`config.mk`:
```
export PLATFORM = sky130hd
export DESIGN_NAME = hls_run_sequencer
export DESIGN_NICKNAME = d
export VERILOG_FILES = /design/src/rtl/hls_run_sequencer.sv
export SDC_FILE = /design/constraint.sdc
export NUM_CORES = 1
export LEC_CHECK = 0
export CAP_MARGIN = 10
export CORE_MARGIN = 1.5
export CORE_UTILIZATION = 55
export CTS_CLUSTER_DIAMETER = 50
export DETAILED_ROUTE_END_ITERATION = 7
export PLACE_DENSITY_LB_ADDON = 0.3
export RECOVER_POWER = 25
export SLEW_MARGIN = 20
export SYNTH_ARGS = -nofsm -noshare
export SYNTH_HDL_FRONTEND = slang
export SYNTH_SLANG_ARGS = --single-unit
```
`constraint.sdc`:
```
create_clock -name clock -period 9.2 [get_ports clock]
set_input_delay 1.38 -clock clock [delete_from_list [all_inputs] [get_ports clock]]
set_output_delay 1.38 -clock clock [all_outputs]
set_load 0.05 [all_outputs]
```
`src/rtl/hls_run_sequencer.sv`:
```
// Run sequencer for the HLS compute core: pulses start once per run, captures each
// return value into a valid/ready result stream, guards runs with a watchdog and
// supports a graceful abort that lets the in-flight run finish.
module hls_run_sequencer #(
  parameter int          RET_W   = 32,
  parameter int          CNT_W   = 16,
  parameter int          TMO_W   = 24,
  parameter int unsigned TIMEOUT = 1000000
) (
  input  logic             clock,
  input  logic             reset,
  input  logic             cmd_valid,
  output logic             cmd_ready,
  input  logic [CNT_W-1:0] cmd_count,
  input  logic             abort,
  output logic             core_start,
  input  logic             core_done,
  input  logic [RET_W-1:0] core_return,
  output logic             res_valid,
  input  logic             res_ready,
  output logic [RET_W-1:0] res_data,
  output logic [CNT_W-1:0] res_index,
  output logic             res_timeout,
  output logic             busy,
  output logic [CNT_W-1:0] runs_done
);

  localparam logic [TMO_W-1:0] TMO_LAST = TMO_W'(TIMEOUT - 1);

  typedef enum logic [1:0] {
    S_IDLE,
    S_START,
    S_WAIT,
    S_EMIT
  } state_e;

  state_e state_q, state_d;

  logic [TMO_W-1:0] timer_q, timer_d;
  logic [CNT_W-1:0] remaining_q, remaining_d;
  logic [CNT_W-1:0] res_index_q, res_index_d;
  logic [RET_W-1:0] res_data_q, res_data_d;
  logic             res_timeout_q, res_timeout_d;
  logic [CNT_W-1:0] runs_done_q, runs_done_d;
  logic             abort_pending_q, abort_pending_d;

  logic cmd_fire;
  logic timer_expired;
  logic last_run;

  assign cmd_fire      = cmd_valid && (cmd_count != '0);
  assign timer_expired = (timer_q == TMO_LAST);
  // A timeout or a pending abort ends the whole command, not just this run.
  assign last_run      = (remaining_q == CNT_W'(1)) || res_timeout_q || abort_pending_q;

  always_ff @(posedge clock or posedge reset) begin
    if (reset) begin
      state_q <= S_IDLE;
    end else begin
      state_q <= state_d;
    end
  end

  always_comb begin
    state_d = state_q;
    case (state_q)
      S_IDLE: begin
        if (cmd_fire) begin
          state_d = S_START;
        end
      end
      S_START: begin
        state_d = S_WAIT;
      end
      S_WAIT: begin
        if (core_done || timer_expired) begin
          state_d = S_EMIT;
        end
      end
      S_EMIT: begin
        if (res_ready) begin
          state_d = last_run ? S_IDLE : S_START;
        end
      end
      default: begin
        state_d = S_IDLE;
      end
    endcase
  end

  always_comb begin
    cmd_ready  = (state_q == S_IDLE);
    core_start = (state_q == S_START);
    res_valid  = (state_q == S_EMIT);
    busy       = (state_q != S_IDLE);
  end

  always_comb begin
    timer_d         = timer_q;
    remaining_d     = remaining_q;
    res_index_d     = res_index_q;
    res_data_d      = res_data_q;
    res_timeout_d   = res_timeout_q;
    runs_done_d     = runs_done_q;
    abort_pending_d = abort_pending_q;

    if ((state_q != S_IDLE) && abort) begin
      abort_pending_d = 1'b1;
    end

    case (state_q)
      S_IDLE: begin
        if (cmd_fire) begin
          remaining_d = cmd_count;
          res_index_d = '0;
        end
      end
      S_START: begin
        timer_d = '0;
      end
      S_WAIT: begin
        // core_done wins over a watchdog expiry landing in the same cycle.
        if (core_done) begin
          res_data_d    = core_return;
          res_timeout_d = 1'b0;
          runs_done_d   = runs_done_q + CNT_W'(1);
        end else if (timer_expired) begin
          res_data_d    = '0;
          res_timeout_d = 1'b1;
        end else begin
          timer_d = timer_q + TMO_W'(1);
        end
      end
      S_EMIT: begin
        if (res_ready) begin
          remaining_d = remaining_q - CNT_W'(1);
          if (last_run) begin
            abort_pending_d = 1'b0;
          end else begin
            res_index_d = res_index_q + CNT_W'(1);
          end
        end
      end
      default: begin
      end
    endcase
  end

  always_ff @(posedge clock or posedge reset) begin
    if (reset) begin
      timer_q         <= '0;
      remaining_q     <= '0;
      res_index_q     <= '0;
      res_data_q      <= '0;
      res_timeout_q   <= 1'b0;
      runs_done_q     <= '0;
      abort_pending_q <= 1'b0;
    end else begin
      timer_q         <= timer_d;
      remaining_q     <= remaining_d;
      res_index_q     <= res_index_d;
      res_data_q      <= res_data_d;
      res_timeout_q   <= res_timeout_d;
      runs_done_q     <= runs_done_d;
      abort_pending_q <= abort_pending_d;
    end
  end

  assign res_data    = res_data_q;
  assign res_index   = res_index_q;
  assign res_timeout = res_timeout_q;
  assign runs_done   = runs_done_q;

endmodule

```
==> impl_metrics.yaml <==
routing:
  vias_per_cell: 6.15
  wl_met3_um: 907
  drt-initial-drc-count: 360
  vias: 4960
  firstDrtPassIters: 5
  wl_met1_um: 6100
  totalWireLength_um: 14000
  topRoutingLayerUsed: "met4"
  avgRoutedWirePerCell_um: 17.4
  detail-route-antenna-nets: 0
  drc: 0
  wl_met2_um: 6770
pwr:
  leakage_uw: 0.00287
  power_density_nw_per_um2: 304
  ir_drop_mv: 0.259
sta:
  fin_crit_sh_pct: 45.9
  rsz0062_at_grt: "no"
  setup_viol: 0
  skew_ns: 0.0137
  fmax_mhz: 237
  hold_violations: 0
  finalMaxSlewViolations: 88
  worstMarginPinSlew_ns: 2.25
  tns_ns: 0
  relSlewSlack_pct: -50.8
  finalCriticalPeriod_ns: 4.22
die:
  rows: 36
  initial_core_util_pct: 57.2
  die_h_um: 104
  die_area_um2: 10800
  chipWidth_um: 104
  top_level_ports: 123
  core_area_um2: 9820
min_path:
  hp-class: "reg -> reg"
synth:
  synthTopCellsByArea: "dfrtp_1, a22o_1, nand2_1, xnor2_1, a21oi_1"
  post-synth-top-count-cell: "dfrtp_1"
  synth_ff_type: "dfrtp_1"
  synth.avg_cell_area_um2: 10.0
  yosysWarnings: 0
  synthCells: 561
  synth_top_area_cell: "dfrtp_1"
  yosysSeqAreaShare_pct: 48.1
  synth_edf_count: 0
  ys_async_sr_fraction_pct: 100
  synth_common_cells: "dfrtp_1, nand2_1, nor2_1"
  synth_nets: 624
  ys_types: 75
  synth_area_um2: 5620
  ys_ff_latch: 108
  synthDominantCellAreaShare_pct: 48.1
worst_setup_path:
  cp_cell_sequence: "dlygate4sd3_1 > and2_0 > clkbuf_1 > and4_1 > nand2_1 > nor3_1 > xor2_1"
  max_stage_delay_ns: 1.15
  required_ns: 9.50
  arrival_ns: 4.53
  startpoint_type: "input port"
  cp_max_fo: 36
  end_kind: "flop"
  slowest_stage: "clkbuf_1"
  worst-setup-path-type: "in -> reg"
run:
  cap_violations: 2
place:
  dpl.hpwl_um: 9840
  placed_area_um2: 6870
  portBuffers: 122
  globalplace.congestion: 0.887
cts:
  postCtsSetupRepairBufs: 0
  tritoncts: "yes"
  path_clk_slew_ns: 0.10
  cts_root_buffer: "clkbuf_8"
  cts.sinks: 108
  post_cts_resized: 0
  holdBufCountCts: 0
  htree_num_levels: 3
  clk_latency_ns: 0.38
  cts_buffers: 9
  clockBufferDepth: 2
grt:
  antenna_found_initial: 0
  grt_pass1_vias: 4881
  grt_overflow: 0
  grt_use_total_pct: 26.8
  grt_max_degree: 60
  grt_pass1_wl_um: 23800
final_layout:
  stdcell_area_um2: 7060
  drive_above_1_share_pct: 5.79
  antennaDiodeCount: 0
  nNetsFinal: 732
  area_growth_pct: 25.7
  final_core_util_pct: 71.9
status:
  failed_checks: "capacitance limit, slew limit"
  status: "complete, but fails checks"
worst paths after layout:
path,start,endpoint,slack [ns],cells past startpoint
setup / recovery,core_done,runs_done[14],4.98,7
hold / removal,runs_done[15],runs_done[15],0.48,1
setup reg to reg,state_q[0],runs_done[14],5.80,8
hold reg to reg,runs_done[15],runs_done[15],0.48,1
max in group asynchronous,reset,runs_done[4],5.61,3
min in group asynchronous,reset,res_data[3],2.05,2
cell families after synthesis:
kind of cell,Yosys count,synth area share [%]
AO/OA/AOI/OAI,150,19.8
AND/OR/NAND/NOR,215,21.2
adder cells (fa/ha/maj),9,2.00
flip-flops,108,48.1
multiplexers,3,0.579
buffers and inverters,51,4.41
XOR/XNOR,25,3.90
cell type report:
type / count / area [um^2]
Clock buffer: 9 / 124
Sequential cell: 108 / 2700
Tap cell: 133 / 166
Clock inverter: 7 / 72.6
Multi-Input combinational cell: 402 / 2670
Timing Repair Buffer: 125 / 1240
Fill cell: 751 / 2760
Inverter: 23 / 87.6
metrics by stage:
step / instances / setup WS [ns] / total power [uW] / hold WS, ns
after floorplan: 561 / 4.97 / 1530 / 0.476
after global placement: 791 / 5.11 / 1820 / 0.460
after detailed placement: 791 / 5.07 / 1850 / 0.466
after CTS: 807 / 5.38 / 2150 / 0.487
after global routing: 807 / 4.80 / 2270 / 0.501
final: 807 / 4.98 / 2150 / 0.482
cells in the final DEF, fill, tap and decap left out, types with 12 or more instances in the layout:
cell and instances:
a21oi_1 31, a22o_1 33, clkdlybuf4s50_1 120, dfrtp_1 108
inv_1 21, nand2_1 47, nand3_1 25, nand4_1 15
nor2_1 37, nor3_1 12, nor4_1 17, o21ai_0 16
xnor2_1 20
power breakdown:
part | switching (uW) | internal [uW]
Sequential | 128 | 604
Combinational | 737 | 385
Clock | 165 | 127
Total | 1030 | 1120
routing by layer:
layer	up-vias	track usage [%]
li1	2324	-
met1	2426	34.6
met2	185	44.0
met3	25	6.52
met4	0	9.52
met5	-	0
flip-flops by register name, summed over array words and instances, names as in the netlist:
register	cells
res_data	32
timer_q	24
remaining_q	16
res_index	16
runs_done	16
state_q	2
abort_pending_q	1
res_timeout	1
critical path, delay by kind of cell:
family | cells | cell delay [ns]
buffers and inverters | 2 | 1.98
AND/OR/NAND/NOR | 4 | 0.97
XOR/XNOR | 1 | 0.17
(Power assumes the default switching activity.)
==> RTL edit 1: new RTL, same settings <==
The 4 states of `state_e` get a one-hot encoding in 4 bits.
--- a/src/rtl/hls_run_sequencer.sv
+++ b/src/rtl/hls_run_sequencer.sv
@@ -28,9 +28,9 @@
   localparam logic [TMO_W-1:0] TMO_LAST = TMO_W'(TIMEOUT - 1);
 
-  typedef enum logic [1:0] {
-    S_IDLE,
-    S_START,
-    S_WAIT,
-    S_EMIT
+  typedef enum logic [3:0] {
+    S_IDLE  = 4'b0001,
+    S_START = 4'b0010,
+    S_WAIT  = 4'b0100,
+    S_EMIT  = 4'b1000
   } state_e;
 
Formal check against the unedited RTL: same outputs for any inputs over 10 cycles, from zero or initial values and one cycle with reset high; not proved beyond that.
==> RTL edit 1 against the unedited design <==
  * The run still ends with max-capacitance violations, max-slew violations left
  * Global-route usage shrank 0.97 points
  * Synthesized cell count fell by 2.0%
  * Power down 18%
  * Fmax fell by 12%
  * Design area decreased by 1.1%
  * First-iteration DRC count shrank 41%
  * Non-clock buffer count did not move
  * Sequential cell count rose by 2
  * Wire length is 5.4% lower
  * Synthesized area is 2.5% lower
  * Worst setup slack got worse by 560 ps
  * Hold slack gained 8.9 ps
  * Combinational power fell by 34%
  * Largest cell class unchanged
==> RTL edit 1: results (changes against the unedited design) <==
- Status: finished with violations
- Failing checks: max-capacitance violations, max-slew violations
- Drt first-iter violations: 211 (-41%)
- Synth Area in Compound Gates: 0.183 (-0.0148)
- Static Leakage: 2.82 nW (-1.6%)
- Pwr Total: 1.76 mW (-18%)
- Reg clk slew, reported paths: 120 ps (+20 ps)
- First-pass GRT wire length: 21.4 mm (-10%)
- Most area-consuming cells after synthesis: dfrtp_1 50%, a22o_1 5.1%, nor2_1 3.7%, a21oi_1 3.1%, nand4_1 2.9%
- Slew @ Worst Pin: 1650 ps (-598 ps)
- Slowest Stage Delay on Critical Path: 1010 ps (-140 ps)
- Met2 Use GR: 0.421 (-0.0191)
- Post-synth top cells: 109 x dfrtp_1, 54 x nor2_1, 40 x nand2_1
- Count of cell types in the netlist: 67 (-11%)
- Layout cells sized above 1: 0.0736 (+0.0157)
- Grt met3 use: 0.0780 (+0.0128)
- Max-cap viol count: 1 (-1)
- Hpwl dp: 9.40 mm (-4.5%)
- Worst VDD drop: 0.301 mV (+16%)
- Post-Synth XOR/XNOR Area: 0.0480 (+0.00899)
- Cells after Synth: 550 (-2.0%)
- GR met1 Demand/Resource: 0.336 (-0.0102)
- Slew Viols, Final: 40 (-55%)
- Mux contribution to synthesized area: 0.00754 (+0.00175)
- Drt wl/cell: 16.6 um (-4.4%)
- Wire length on met3: 994 um (+9.6%)
- Dpl ws: 4920 ps (-148 ps)
## RTL edit 1: worst max path at each step
stage / end / cells past startpoint / start
after floorplan: abort_pending_q / 1 / reset
after global placement: res_valid / 3 / state_q[1]
after detailed placement: res_valid / 3 / state_q[1]
after CTS: res_valid / 3 / state_q[1]
after global routing: res_valid / 3 / state_q[1]
final: res_valid / 3 / state_q[1]
## RTL edit 1: logic make-up (layout without fill, tap and decap cells)
group | after synthesis | count (layout)
buffers and inverters | 39 | 155
DFF | 110 | 110
xor gates and xnor gates | 30 | 30
AOI/OAI and AO/OA | 145 | 145
and+or+nand+nor | 217 | 217
adders and majority gates | 5 | 5
muxes | 4 | 4
## RTL edit 1: area by class of cell
cell class                 instances  share of cell area
clock inverter                     7              0.0120
inverter                          14             0.00771
clock buffer                       9              0.0177
timing repair buffer             125               0.178
sequential                       110               0.394
multi-input combinational        401               0.366
tap                              133              0.0238
==> RTL edit 2: new RTL, same settings <==
Without the edit above. Change the parameter `CNT_W` from 16 to 32.
--- a/src/rtl/hls_run_sequencer.sv
+++ b/src/rtl/hls_run_sequencer.sv
@@ -4,5 +4,5 @@
 module hls_run_sequencer #(
   parameter int          RET_W   = 32,
-  parameter int          CNT_W   = 16,
+  parameter int          CNT_W   = 32,
   parameter int          TMO_W   = 24,
   parameter int unsigned TIMEOUT = 1000000
Ports: changed (resized cmd_count, res_index and runs_done); port bits go from 123 to 171. No check against the original RTL was run, so the function may have changed too.
==> RTL edit 2 against the unedited design <==
  * The run still ends with max-capacitance violations, max-slew violations left
  * Clock skew decreased by 4.8 ps
  * Global-route usage increased by 1.9 points
  * Sequential cell count increased by 48
  * Largest cell class unchanged
  * Design area increased by 48%
  * Critical path depth unchanged
  * Critical path type unchanged
  * Combinational power increased by 13%
  * Sequential share of layout area decreased by 0.80 points
  * Worst setup slack got worse by 550 ps
  * Non-clock buffer count increased by 53
  * Power increased by 38%
  * Wire length increased by 54%
  * Largest power group unchanged
  * Synthesized area increased by 42%
==> RTL edit 2: results (changes against the unedited design) <==
- Total CTS buffers: 17 (+8)
- Drt wl/cell: 17.4 um (+0.31%)
- Most area-consuming cells after synthesis: dfrtp_1 49%, nand2_1 6.0%, nand3_1 5.1%, a21oi_1 4.4%, xnor2_1 4.1%
- Count of cell types in the netlist: 61 (-19%)
- Max-cap viol count: 3 (+1)
- Placed Cells: 1207 (+53%)
- Post-synth top cells: 156 x dfrtp_1, 128 x nand2_1, 82 x nand3_1
- Vias: 7546 (+52%)
- Drt first-iter violations: 692 (+92%)
- Slew Viols, Final: 181 (+110%)
- Reg clk slew, reported paths: 60 ps (-40 ps)
- Static Leakage: 4.22 nW (+47%)
- Clock skew: 8.86 ps (-4.84 ps)
- Worst hold start: runs_done[31]
- First-pass GRT wire length: 34.6 mm (+45%)
- Worst VDD drop: 0.229 mV (-12%)
- Cell depth of the worst flop-to-flop path: 7 (-1)
- Status: finished with violations
- Hpwl dp: 14.8 mm (+51%)
- Vias in the first global route: 7021 (+44%)
- GP Congestion: 0.897 (+1.1%)
- Dpl ws: 5090 ps (+21.2 ps)
- Failing checks: max-capacitance violations, max-slew violations
- Critical path fanouts, max: 39 (+8.3%)
- GRT Util Overall: 0.287 (+0.0191)
- Arrival time of the worst setup path: 5080 ps (+550 ps)
[RTL edit 2: power by group]
part	switching, mW	internal [mW]
Combinational	0.847	0.412
Sequential	0.149	0.846
Clock	0.278	0.430
[RTL edit 2: metrics by stage]
stage / hold WS [ps] / utilization / power (mW)
floorplan: 471 / - / 1.86
CTS: 490 / 0.742 / 2.95
detailed placement: 482 / 0.701 / 2.24
finish: 483 / 0.742 / 2.96
global route: 517 / 0.742 / 3.10
global placement: 469 / 0.701 / 2.20
[RTL edit 2: critical path: stages]
cell	delay [ps]
dlygate4sd3_1	620
and2_1	150
clkbuf_1	1190
nand4_1	500
nor4_1	860
nand4_1	200
xnor2_1	170
[RTL edit 2: worst max path at each step]
stage / startpoint / endpoint / slack [ps]
6_report: core_done / runs_done[31] / 4430
5_1_grt: reset / res_data[26] / 3850
4_1_cts: state_q[0] / busy / 5320
3_5_place_dp: cmd_count[30] / remaining_q[31] / 5090
3_3_place_gp: cmd_count[30] / remaining_q[31] / 5100
2_1_floorplan: reset / abort_pending_q / 3610
[RTL edit 2: logic make-up after synthesis]
kind of cell / synth area share
adders and majority gates: 0.0141
muxes: 0.00391
and+or+nand+nor: 0.269
AOI/OAI and AO/OA: 0.140
DFF: 0.488
xor gates and xnor gates: 0.0526
buffers and inverters: 0.0322
[RTL edit 2: layout make-up]
cell class | instances | area, sq um
Sequential cell | 156 | 3900
Multi-Input combinational cell | 669 | 3860
Fill cell | 1039 | 3620
Timing Repair Buffer | 178 | 1750
Clock buffer | 19 | 443
Tap cell | 180 | 225
Clock inverter | 12 | 145
Inverter | 24 | 91.3
[RTL edit 2: per-layer routing]
layer	routed length, um	track usage	vias up
li1	-	-	3548
met1	9070	0.383	3664
met2	10700	0.476	291
met3	1220	0.0421	43
met4	580	0.108	0
met5	0	0	-
